**src/rtl/fifo_stim_pkg.sv**
```systemverilog
// rtl/fifo_stim_pkg.sv - shared types, state encodings and helpers for the fifo stimulus agent
package fifo_stim_pkg;

  localparam int HITW = 8;

  typedef enum logic [1:0] {
    OP_NOP     = 2'd0,
    OP_PUSH    = 2'd1,
    OP_POP     = 2'd2,
    OP_PUSHPOP = 2'd3
  } act_op_e;

  localparam logic [1:0] ST_IDLE = 2'd0;
  localparam logic [1:0] ST_RUN  = 2'd1;
  localparam logic [1:0] ST_DONE = 2'd2;

  // Saturating increment used by all statistics counters.
  function automatic logic [HITW-1:0] sat_inc(input logic [HITW-1:0] v, input logic en);
    return (en && (v != {HITW{1'b1}})) ? v + HITW'(1) : v;
  endfunction

endpackage

```
**src/rtl/fifo_stim_agent_if.sv**
```systemverilog
// rtl/fifo_stim_agent_if.sv - action command channel between the RL agent and the stimulus agent
interface fifo_stim_agent_if #(
  parameter int LENW = 4
);
  logic            act_valid;
  logic            act_ready;
  logic [1:0]      act_op;
  logic [LENW-1:0] act_len;
  logic            goal_sel;
  logic            act_done;

  modport master (
    output act_valid, act_op, act_len, goal_sel,
    input  act_ready, act_done
  );

  modport slave (
    input  act_valid, act_op, act_len, goal_sel,
    output act_ready, act_done
  );
endinterface

```
**src/rtl/fifo_stim_scoreboard.sv**
```systemverilog
// rtl/fifo_stim_scoreboard.sv - shadow occupancy model, data/count checks, hit counters and reward
module fifo_stim_scoreboard
  import fifo_stim_pkg::*;
#(
  parameter int WIDTH     = 8,
  parameter int DEPTH     = 8,
  parameter int LOG2DEPTH = 3
) (
  input  logic                 clk,
  input  logic                 rst_n,
  input  logic                 push_i,
  input  logic                 pop_i,
  input  logic                 beat_blocked_i,
  input  logic                 goal_sel_i,
  input  logic [WIDTH-1:0]     fifo_dataout_i,
  input  logic [LOG2DEPTH:0]   fifo_count_i,
  output logic [LOG2DEPTH:0]   shadow_o,
  output logic                 reward_o,
  output logic [HITW-1:0]      full_hits_o,
  output logic [HITW-1:0]      empty_hits_o,
  output logic [HITW-1:0]      blocked_o,
  output logic                 data_err_o,
  output logic                 count_err_o
);

  localparam logic [LOG2DEPTH:0] DEPTH_C = (LOG2DEPTH+1)'(DEPTH);
  localparam logic [LOG2DEPTH:0] ONE_C   = (LOG2DEPTH+1)'(1);

  logic [LOG2DEPTH:0] shadow_q, shadow_d;
  logic [WIDTH-1:0]   rd_seq_q;
  logic [HITW-1:0]    full_hits_q, empty_hits_q, blocked_q;
  logic               reward_q, data_err_q, count_err_q;
  logic               full_enter, empty_enter;

  // Post-update shadow occupancy and full/empty entry detection.
  always_comb begin
    shadow_d = shadow_q;
    case ({push_i, pop_i})
      2'b10:   shadow_d = shadow_q + ONE_C;
      2'b01:   shadow_d = shadow_q - ONE_C;
      default: shadow_d = shadow_q;
    endcase
    full_enter  = (shadow_q != DEPTH_C) && (shadow_d == DEPTH_C);
    empty_enter = (shadow_q != '0) && (shadow_d == '0);
  end

  // Shadow, read sequence, sticky checks, statistics and reward pulse.
  always_ff @(posedge clk or negedge rst_n) begin
    if (!rst_n) begin
      shadow_q     <= '0;
      rd_seq_q     <= '0;
      full_hits_q  <= '0;
      empty_hits_q <= '0;
      blocked_q    <= '0;
      reward_q     <= 1'b0;
      data_err_q   <= 1'b0;
      count_err_q  <= 1'b0;
    end else begin
      shadow_q <= shadow_d;
      if (pop_i) begin
        rd_seq_q <= rd_seq_q + WIDTH'(1);
        if (fifo_dataout_i != rd_seq_q) data_err_q <= 1'b1;
      end
      if (fifo_count_i != shadow_d) count_err_q <= 1'b1;
      full_hits_q  <= sat_inc(full_hits_q, full_enter);
      empty_hits_q <= sat_inc(empty_hits_q, empty_enter);
      blocked_q    <= sat_inc(blocked_q, beat_blocked_i);
      reward_q     <= goal_sel_i ? empty_enter : full_enter;
    end
  end

  assign shadow_o     = shadow_q;
  assign reward_o     = reward_q;
  assign full_hits_o  = full_hits_q;
  assign empty_hits_o = empty_hits_q;
  assign blocked_o    = blocked_q;
  assign data_err_o   = data_err_q;
  assign count_err_o  = count_err_q;

endmodule

```
**src/rtl/fifo_stim_agent.sv**
```systemverilog
// rtl/fifo_stim_agent.sv - burst producer/consumer driving a fifo from RL action commands
module fifo_stim_agent
  import fifo_stim_pkg::*;
#(
  parameter int WIDTH     = 8,
  parameter int DEPTH     = 8,
  parameter int LOG2DEPTH = 3,
  parameter int LENW      = 4
) (
  input  logic               clk,
  input  logic               rst_n,
  fifo_stim_agent_if.slave   act,
  output logic               push,
  output logic               pop,
  output logic [WIDTH-1:0]   datain,
  input  logic [WIDTH-1:0]   fifo_dataout,
  input  logic [LOG2DEPTH:0] fifo_count,
  output logic               reward,
  output logic [HITW-1:0]    full_hits,
  output logic [HITW-1:0]    empty_hits,
  output logic [HITW-1:0]    blocked,
  output logic               data_err,
  output logic               count_err
);

  localparam logic [LOG2DEPTH:0] DEPTH_C = (LOG2DEPTH+1)'(DEPTH);

  logic [1:0]         state_q, state_d;
  act_op_e            op_q, op_d;
  logic [LENW-1:0]    len_q, len_d;
  logic [WIDTH-1:0]   wr_seq_q, wr_seq_d;
  logic [LOG2DEPTH:0] shadow;
  logic               run, push_ok, pop_ok, beat_blocked;

  // Guard uses only registered state so push/pop never depend on fifo outputs.
  always_comb begin
    run          = (state_q == ST_RUN);
    pop_ok       = ((op_q == OP_POP) || (op_q == OP_PUSHPOP)) && (shadow != '0);
    push_ok      = ((op_q == OP_PUSH) || (op_q == OP_PUSHPOP)) && ((shadow < DEPTH_C) || pop_ok);
    push         = run && push_ok;
    pop          = run && pop_ok;
    beat_blocked = run && !push_ok && !pop_ok;
  end

  // Command FSM: accept in IDLE, one beat per cycle in RUN, completion pulse in DONE.
  always_comb begin
    state_d  = state_q;
    op_d     = op_q;
    len_d    = len_q;
    wr_seq_d = wr_seq_q;
    if (push) wr_seq_d = wr_seq_q + WIDTH'(1);
    case (state_q)
      ST_IDLE: begin
        if (act.act_valid) begin
          op_d    = act_op_e'(act.act_op);
          len_d   = act.act_len;
          state_d = ((act.act_len != '0) && (act.act_op != OP_NOP)) ? ST_RUN : ST_DONE;
        end
      end
      ST_RUN: begin
        len_d = len_q - LENW'(1);
        if (len_q == LENW'(1)) state_d = ST_DONE;
      end
      ST_DONE: state_d = ST_IDLE;
      default: state_d = ST_IDLE;
    endcase
  end

  // State registers; reset aborts any burst in flight.
  always_ff @(posedge clk or negedge rst_n) begin
    if (!rst_n) begin
      state_q  <= ST_IDLE;
      op_q     <= OP_NOP;
      len_q    <= '0;
      wr_seq_q <= '0;
    end else begin
      state_q  <= state_d;
      op_q     <= op_d;
      len_q    <= len_d;
      wr_seq_q <= wr_seq_d;
    end
  end

  assign datain        = wr_seq_q;
  assign act.act_ready = (state_q == ST_IDLE);
  assign act.act_done  = (state_q == ST_DONE);

  fifo_stim_scoreboard #(
    .WIDTH     (WIDTH),
    .DEPTH     (DEPTH),
    .LOG2DEPTH (LOG2DEPTH)
  ) u_scoreboard (
    .clk            (clk),
    .rst_n          (rst_n),
    .push_i         (push),
    .pop_i          (pop),
    .beat_blocked_i (beat_blocked),
    .goal_sel_i     (act.goal_sel),
    .fifo_dataout_i (fifo_dataout),
    .fifo_count_i   (fifo_count),
    .shadow_o       (shadow),
    .reward_o       (reward),
    .full_hits_o    (full_hits),
    .empty_hits_o   (empty_hits),
    .blocked_o      (blocked),
    .data_err_o     (data_err),
    .count_err_o    (count_err)
  );

endmodule

```
**src/flat_wrapper.sv**
```systemverilog
// flat-port wrapper written by rule: the top's interface ports become plain ports
module fifo_stim_agent_flat import fifo_stim_pkg::*;
#(
  parameter int WIDTH     = 8,
  parameter int DEPTH     = 8,
  parameter int LOG2DEPTH = 3,
  parameter int LENW      = 4
)
  (clk, rst_n, push, pop, datain, fifo_dataout, fifo_count, reward, full_hits, empty_hits, blocked, data_err, count_err, act_act_valid, act_act_op, act_act_len, act_goal_sel, act_act_ready, act_act_done);
  fifo_stim_agent_if #(.LENW(LENW)) act_i ();
  input  logic clk;
  input  logic rst_n;
  output logic push;
  output logic pop;
  output logic [WIDTH-1:0] datain;
  input  logic [WIDTH-1:0] fifo_dataout;
  input  logic [LOG2DEPTH:0] fifo_count;
  output logic reward;
  output logic [HITW-1:0] full_hits;
  output logic [HITW-1:0] empty_hits;
  output logic [HITW-1:0] blocked;
  output logic data_err;
  output logic count_err;
  input wire logic [$bits(act_i.act_valid)-1:0] act_act_valid;
  input wire logic [$bits(act_i.act_op)-1:0] act_act_op;
  input wire logic [$bits(act_i.act_len)-1:0] act_act_len;
  input wire logic [$bits(act_i.goal_sel)-1:0] act_goal_sel;
  output wire logic [$bits(act_i.act_ready)-1:0] act_act_ready;
  output wire logic [$bits(act_i.act_done)-1:0] act_act_done;
  assign act_i.act_valid = act_act_valid;
  assign act_i.act_op = act_act_op;
  assign act_i.act_len = act_act_len;
  assign act_i.goal_sel = act_goal_sel;
  assign act_act_ready = act_i.act_ready;
  assign act_act_done = act_i.act_done;
  fifo_stim_agent #(.WIDTH(WIDTH), .DEPTH(DEPTH), .LOG2DEPTH(LOG2DEPTH), .LENW(LENW)) u_core (.clk(clk), .rst_n(rst_n), .act(act_i), .push(push), .pop(pop), .datain(datain), .fifo_dataout(fifo_dataout), .fifo_count(fifo_count), .reward(reward), .full_hits(full_hits), .empty_hits(empty_hits), .blocked(blocked), .data_err(data_err), .count_err(count_err));
endmodule
```
**config.mk**
```make
export PLATFORM = sky130hd
export DESIGN_NAME = fifo_stim_agent_flat
export DESIGN_NICKNAME = d
export VERILOG_FILES = /design/src/rtl/fifo_stim_pkg.sv /design/src/rtl/fifo_stim_agent_if.sv /design/src/rtl/fifo_stim_scoreboard.sv /design/src/rtl/fifo_stim_agent.sv /design/src/flat_wrapper.sv
export SDC_FILE = /design/constraint.sdc
export NUM_CORES = 1
export LEC_CHECK = 0
export ABC_AREA = 0
export BUFFER_PORTS_ARGS = -buffer_cell sky130_fd_sc_hd__buf_2
export CORE_MARGIN = 2
export CORE_UTILIZATION = 35
export CTS_CLUSTER_SIZE = 40
export DETAILED_ROUTE_END_ITERATION = 6
export GPL_TIMING_DRIVEN = 0
export REMOVE_ABC_BUFFERS = 1
export SYNTH_ARGS = -nofsm -noshare
export SYNTH_HDL_FRONTEND = slang
export SYNTH_SLANG_ARGS = --single-unit
```
**constraint.sdc**
```tcl
create_clock -name clk -period 4.8 [get_ports clk]
set_input_delay 0.24 -clock clk [delete_from_list [all_inputs] [get_ports clk]]
set_output_delay 0.24 -clock clk [all_outputs]
set_load 0.05 [all_outputs]
```
Word-level counts from Yosys, hierarchy flattened

Cells that the tools add are included.

Register bits after elaboration: 55
Output and inout port bits: 39
Bits of input ports: 22
Word-level logic and storage cells: 73

Eq/ne operators: 17
Order comparisons: 1
Reductions and logical operators: 27
$add $sub $neg: 8
Muxes and demuxes: 8

Operator list:

| operator                                           | number |
|---|---|
| adder 8 x 1 -> 8 bit (second input constant)       | 5 |
| != test 8 bit (second input constant)              | 3 |
| case mux 4 bit (2 select lines)                    | 2 |
| logical AND 1 bit                                  | 12 |
| == test 2 bit (second input constant)              | 4 |
| != test 8 bit                                      | 1 |
| AND reduction 2 bit                                | 4 |
| nonzero test 4 bit                                 | 2 |
| subtractor 4 x 1 -> 4 bit (second input constant)  | 2 |
| == test 2 x 1 -> 1 bit (second input constant)     | 3 |
| 2-to-1 mux 2 bit                                   | 3 |
| adder 4 x 1 -> 4 bit (second input constant)       | 1 |
| == test 4 x 1 -> 1 bit (second input constant)     | 1 |
| == test 4 bit (second input constant)              | 1 |
| zero test 4 bit                                    | 1 |
| less-than comparator 4 bit (second input constant) | 1 |
| 2-to-1 mux 4 bit                                   | 1 |
| != test 2 bit (second input constant)              | 2 |
| != test 4 bit                                      | 1 |
| != test 4 bit (second input constant)              | 1 |
| case mux 2 bit (2 select lines)                    | 1 |
| nonzero test 2 bit                                 | 2 |
| logical OR 1 bit                                   | 3 |
| zero test 1 bit                                    | 2 |
| other kinds (2)                                    | 2 |

Depth between registers and ports, before layout

Word-level depth: 11
Depth in mapped cells: 13

Cells and area by module

Synthesis repeated with hierarchy kept, for this count alone.

Cell total of the unflattened synthesis: 283
Area, all modules: 2999.1 µm²

By module, submodules not included:

| module               | cells each | area an instance (µm²) | sequential area each (µm²) | times used |
|---|---|---|---|---|
| fifo_stim_scoreboard | 199        | 2147.1                 | 975.9                      | 1 |
| fifo_stim_agent      | 84         | 852.1                  | 400.4                      | 1 |

Least setup slack after synthesis

Ideal clock, no wire load.

Path type: flip-flop to flip-flop
From: register u_core.u_scoreboard.shadow_q[3], in the netlist u_core.u_scoreboard.shadow_o[3]
To: register u_core.u_scoreboard.empty_hits_q[7], in the netlist u_core.u_scoreboard.empty_hits_o[7]
Cell stages (with the launch flop): 13
Period minus slack after synthesis: 3.631 ns
Required time: 4.672 ns
Buffers on the path: 2
Data arrival time: 3.504 ns
Path slack: 1.169 ns
Library setup time: 0.128 ns
Cells stage by stage: dfrtp_1 > clkbuf_2 > inv_1 > o21ai_0 > nor2_1 > inv_1 > ha_1 > clkbuf_1 > or4b_2 > nand4_1 > a211oi_4 > nand4_1 > mux2_1

Word-level cells in the longest chain between the ends: 10
Elaborated cells between the ends (all ways): 15

RTL lines:

| what                                                                               | line                       | text |
|---|---|---|
| start, declared                                                                    | fifo_stim_scoreboard.sv:29 | `logic [LOG2DEPTH:0] shadow_q, shadow_d;` |
| start signal, assigned                                                             | fifo_stim_scoreboard.sv:59 | `shadow_q <= shadow_d;` |
| parallel branches: the longest is 2 deep, another holds less-than comparator 4 bit | -                          |  |
| logical OR 1 bit (*)                                                               | fifo_stim_agent.sv:39      | `push_ok = ((op_q == OP_PUSH) \|\| (op_q == OP_PUSHPOP)) && ((shadow < DEPTH_C) \|\| pop_ok);` |
| logical AND 1 bit (*)                                                              | fifo_stim_agent.sv:39      |  |
| logical AND 1 bit (*)                                                              | fifo_stim_agent.sv:40      | `push = run && push_ok;` |
| net push                                                                           | flat_wrapper.sv:13         | `output logic push;` |
| == test 2 x 1 -> 1 bit / == test 2 bit (equally long branches)                     | fifo_stim_scoreboard.sv:38 | `case ({push_i, pop_i})` |
| case mux 4 bit (2 select lines) (*)                                                | fifo_stim_scoreboard.sv:38 |  |
| zero test 4 bit (*)                                                                | fifo_stim_scoreboard.sv:44 | `empty_enter = (shadow_q != '0) && (shadow_d == '0);` |
| logical AND 1 bit (*)                                                              | fifo_stim_scoreboard.sv:44 |  |
| logical AND 1 bit (*)                                                              | fifo_stim_pkg.sv:19        | `return (en && (v != {HITW{1'b1}})) ? v + HITW'(1) : v;` |
| end signal, assigned                                                               | fifo_stim_scoreboard.sv:66 | `empty_hits_q <= sat_inc(empty_hits_q, empty_enter);` |
| end, declared                                                                      | fifo_stim_scoreboard.sv:31 | `logic [HITW-1:0] full_hits_q, empty_hits_q, blocked_q;` |

Mark *: on every way through the listed nets, which the timed path passes.
A chain may end at the register's enable or synchronous reset.

Worst setup path in the final report

From: register u_core.u_scoreboard.shadow_q[1], in the netlist u_core.u_scoreboard.shadow_o[1]
To: register u_core.u_scoreboard.full_hits_q[1], in the netlist u_core.u_scoreboard.full_hits_o[1]

Word-level cells in the longest chain between the ends: 10
Elaborated cells between the ends (all ways): 16

RTL lines:

| what                                                                               | line                       | text |
|---|---|---|
| parallel branches: the longest is 8 deep, another holds less-than comparator 4 bit | -                          |  |
| logical AND 1 bit (*)                                                              | fifo_stim_scoreboard.sv:43 | `full_enter = (shadow_q != DEPTH_C) && (shadow_d == DEPTH_C);` |
| logical AND 1 bit (*)                                                              | fifo_stim_pkg.sv:19        |  |
| end signal, assigned                                                               | fifo_stim_scoreboard.sv:65 | `full_hits_q <= sat_inc(full_hits_q, full_enter);` |
| end, declared                                                                      | fifo_stim_scoreboard.sv:31 |  |

Every way passes the cells marked *.

==> qor.csv <==
stage;metric;value;unit
route;first_pass_iters;4;
placement;gp_congestion;0.838;
setup_path;cpPeakStageDelay;0.53;ns
placement;io_buffer_count;60;
route;wl;5730;µm
grt;antenna_found_initial;0;
sta;hold_ws;-0.0163;ns
clock_network;htree_levels;2;
synth;synth_area;2930;µm²
sta;slew_headroom;52.0;%
die;core;8180;µm²
clock_network;hold_buffers;0;
synth;synth-edff-count;0;
setup_path;worstSetupPathType;reg -> reg;
synth;seq_area_frac_synth;46.9;%
die;dieHeight;95.5;µm
sta;final.period_utilization;72.8;%
setup_path;critical_path_required;4.99;ns
setup_path;startpoint_type;flip-flop;
placement;dpl_worst_slack;1.30;ns
route;wl_per_cell;13.0;µm
synth;ys_warn_count;0;
synth;ys_types;48;
grt;grt_pass1_vias;2106;
status;status;finished with violations;
sta;layout_setup_ws;1.31;ns
clock_network;cts_setup_buffers;0;
route;drc;0;
route;viasPerCell;4.97;
synth;yosys_most_used_dff;dfrtp_1;
synth;synth.top_cell.area_share;46.9;%
placement;placed_area;3330;µm²
die;initial_core_util;35.9;%
setup_path;path_cells;o41ai_4 > or2_2 > inv_1 > ha_1 > o21bai_1 > a2111oi_2 > o21bai_1 > mux2i_2 > nand3_1 > mux2_1;
grt;grt.total_usage;13.4;%
cells_and_area;antenna_cells;0;
sta;hold_viol;48;
cells_and_area;syn_to_final_growth;18.2;%
synth;yosysTopAreaCell;dfrtp_1;
clock_network;numCtsBuffers;5;
power;irDropWorstVdd;0.317;mV
sta;clock.fmax;286;MHz
die;fp-row-count;33;
setup_path;worstReg2RegStart;u_core.u_scoreboard.shadow_o[1]$_DFF_PN0_;
status;violations;negative hold slack;
synth;synth_cells;274;
setup_path;slowest_stage;dfrtp_1;
power;p_per_area;647;nW/µm²
clock_network;path_clk_slew;0.11;ns
clock_network;clk_latency;0.31;ns
sta;tns;0;ns
route;drt_iter0_drc;40;
sta;rsz0062_at_grt;no;
synth;ys_async_sr_fraction;100;%
power;leakagePower;1.62;nW
die;dieWidth;95.5;µm
synth;yosys-top-cells-area;dfrtp_1 47%, xnor2_1 9.9%, xor2_1 3.9%;
cells_and_area;nNetsFinal;365;
clock_network;ctsResizeCount;0;
setup_path;r2r_slack;1.31;ns
grt;grt_pass1_wl;9680;µm
sta;setup_viol;0;
cells_and_area;final_layout_size_suffix_gt1_share;25.4;%
synth;avgSynthCellArea;10.7;µm²
route;drtAntennaViolNets;0;
sta;fin_skew;0.0128;ns
setup_path;cp_common_cell;o21bai_1;
synth;ys_seq_elements;55;
sta;final_max_slew_viol_count;0;
route;num_vias;2187;
setup_path;worstPathMaxFanout;10;
clock_network;numClockSinks;55;
worst_hold_path;hold_class;in -> async;
sta;worst_pin_slew;0.721;ns
clock_network;cts_tree;built;
clock_network;clock_path_buffers;2;
run;maxCapViolCount;0;
die;ios;61;
placement;hpwl;4210;µm
die;fp.dieArea;9120;µm²
cells_and_area;final_common_cell;buf_2;
sta;post-route-min-period;3.49;ns
setup_path;arrival;3.69;ns
cells_and_area;most-common-layout-cells;59 x buf_2, 55 x dfrtp_1, 33 x xnor2_1;
setup_path;startpoint;u_core.u_scoreboard.shadow_o[1]$_DFF_PN0_;
grt;grt_overflow;0;
cells_and_area;finish.instance_area;3470;µm²
clock_network;cts_root_buf;clkbuf_8;
grt;grt_max_degree;56;
setup_path;critPathCaptureType;flip-flop;
worst paths after layout:
kind                                                             endpoint  cells past startpoint
max                        u_core.u_scoreboard.full_hits_o[1]$_DFFE_PN0P_                     10
min                           u_core.u_scoreboard.rd_seq_q[7]$_DFFE_PN0P_                      1
max reg2reg                u_core.u_scoreboard.full_hits_o[1]$_DFFE_PN0P_                     10
min reg2reg                                  u_core.datain[7]$_DFFE_PN0P_                      1
max in group asynchronous  u_core.u_scoreboard.full_hits_o[3]$_DFFE_PN0P_                      1
min in group clk              u_core.u_scoreboard.count_err_o$_DFFE_PN0P_                      3
flip-flops by register name (all words and copies together), names as in the netlist:
name and count:
u_core.u_scoreboard.empty_hits_o 8, u_core.u_scoreboard.full_hits_o 8, u_core.u_scoreboard.reward_o 1, u_core.state_q 2, u_core.u_scoreboard.rd_seq_q 8, u_core.len_q 4
u_core.u_scoreboard.count_err_o 1, u_core.u_scoreboard.blocked_o 8, u_core.u_scoreboard.data_err_o 1, u_core.op_q 2, u_core.u_scoreboard.shadow_o 4, u_core.datain 8
cells in the mapped netlist (2+ instances only):
| master | instances |
|---|---|
| nand4_1 | 13 |
| and2_1 | 2 |
| inv_1 | 7 |
| o21ai_0 | 6 |
| mux2_1 | 6 |
| nand2b_1 | 8 |
| and3_1 | 10 |
| o21bai_1 | 2 |
| dfrtp_1 | 55 |
| nor2_1 | 18 |
| clkbuf_1 | 4 |
| o31a_1 | 3 |
| a22oi_1 | 2 |
| or2_2 | 2 |
| nor4_1 | 3 |
| and4_1 | 2 |
| nor3_1 | 3 |
| xor2_1 | 13 |
| nand2_1 | 19 |
| xnor2_1 | 33 |
| ha_1 | 9 |
| mux2_2 | 6 |
| nand3_1 | 15 |
| a21oi_1 | 9 |
per-stage QoR:
stage / util [%] / cells / total power [W] / hold WS, ns
2_1_floorplan: - / 267 / 0.00164 / -0.0556
3_3_place_gp: 40.7 / 432 / 0.00188 / 0.447
3_5_place_dp: 40.7 / 432 / 0.00190 / 0.455
4_1_cts: 42.4 / 440 / 0.00227 / 0.151
5_1_grt: 42.4 / 440 / 0.00241 / 0.0285
6_report: 42.4 / 440 / 0.00224 / -0.0163
layer usage:
metal  up-vias  GRT usage [%]  wire length (µm)
li1       1086              -                 -
met1      1046           17.7              2710
met2        49           21.7              2640
met3         6           3.00               297
met4         0           4.64                89
met5         -              0                 0
cell type report:
| class | instances | area, µm² |
|---|---|---|
| multi-input combinational | 205 | 1490 |
| clock inverter | 3 | 67.6 |
| fill | 817 | 4710 |
| clock buffer | 5 | 68.8 |
| tap | 105 | 131 |
| inverter | 7 | 26.3 |
| timing repair buffer | 60 | 303 |
| sequential | 55 | 1380 |
report_power, final:
group	switching [W]	total [W]	internal (W)
Sequential	0.000200	0.000803	0.000602
Combinational	0.000696	0.00108	0.000382
Clock	0.000155	0.000363	0.000208
kinds of logic after synthesis:
kind of cell,synth area share [%]
AOI/OAI and AO/OA,8.96
xor gates and xnor gates,13.7
adders and majority gates,3.84
buffers and inverters,2.13
DFF,46.9
muxes,5.08
and+or+nand+nor,19.3
worst max-delay path: cells and delay by family, from the launching register on:
kind            cells  cell delay [ns]
flops               1             0.53
mux                 2             0.71
simple gates        2             0.44
compound gates      4             1.32
buf+inv             1             0.11
fa+ha+maj           1             0.28
(Power assumes the default switching activity.)
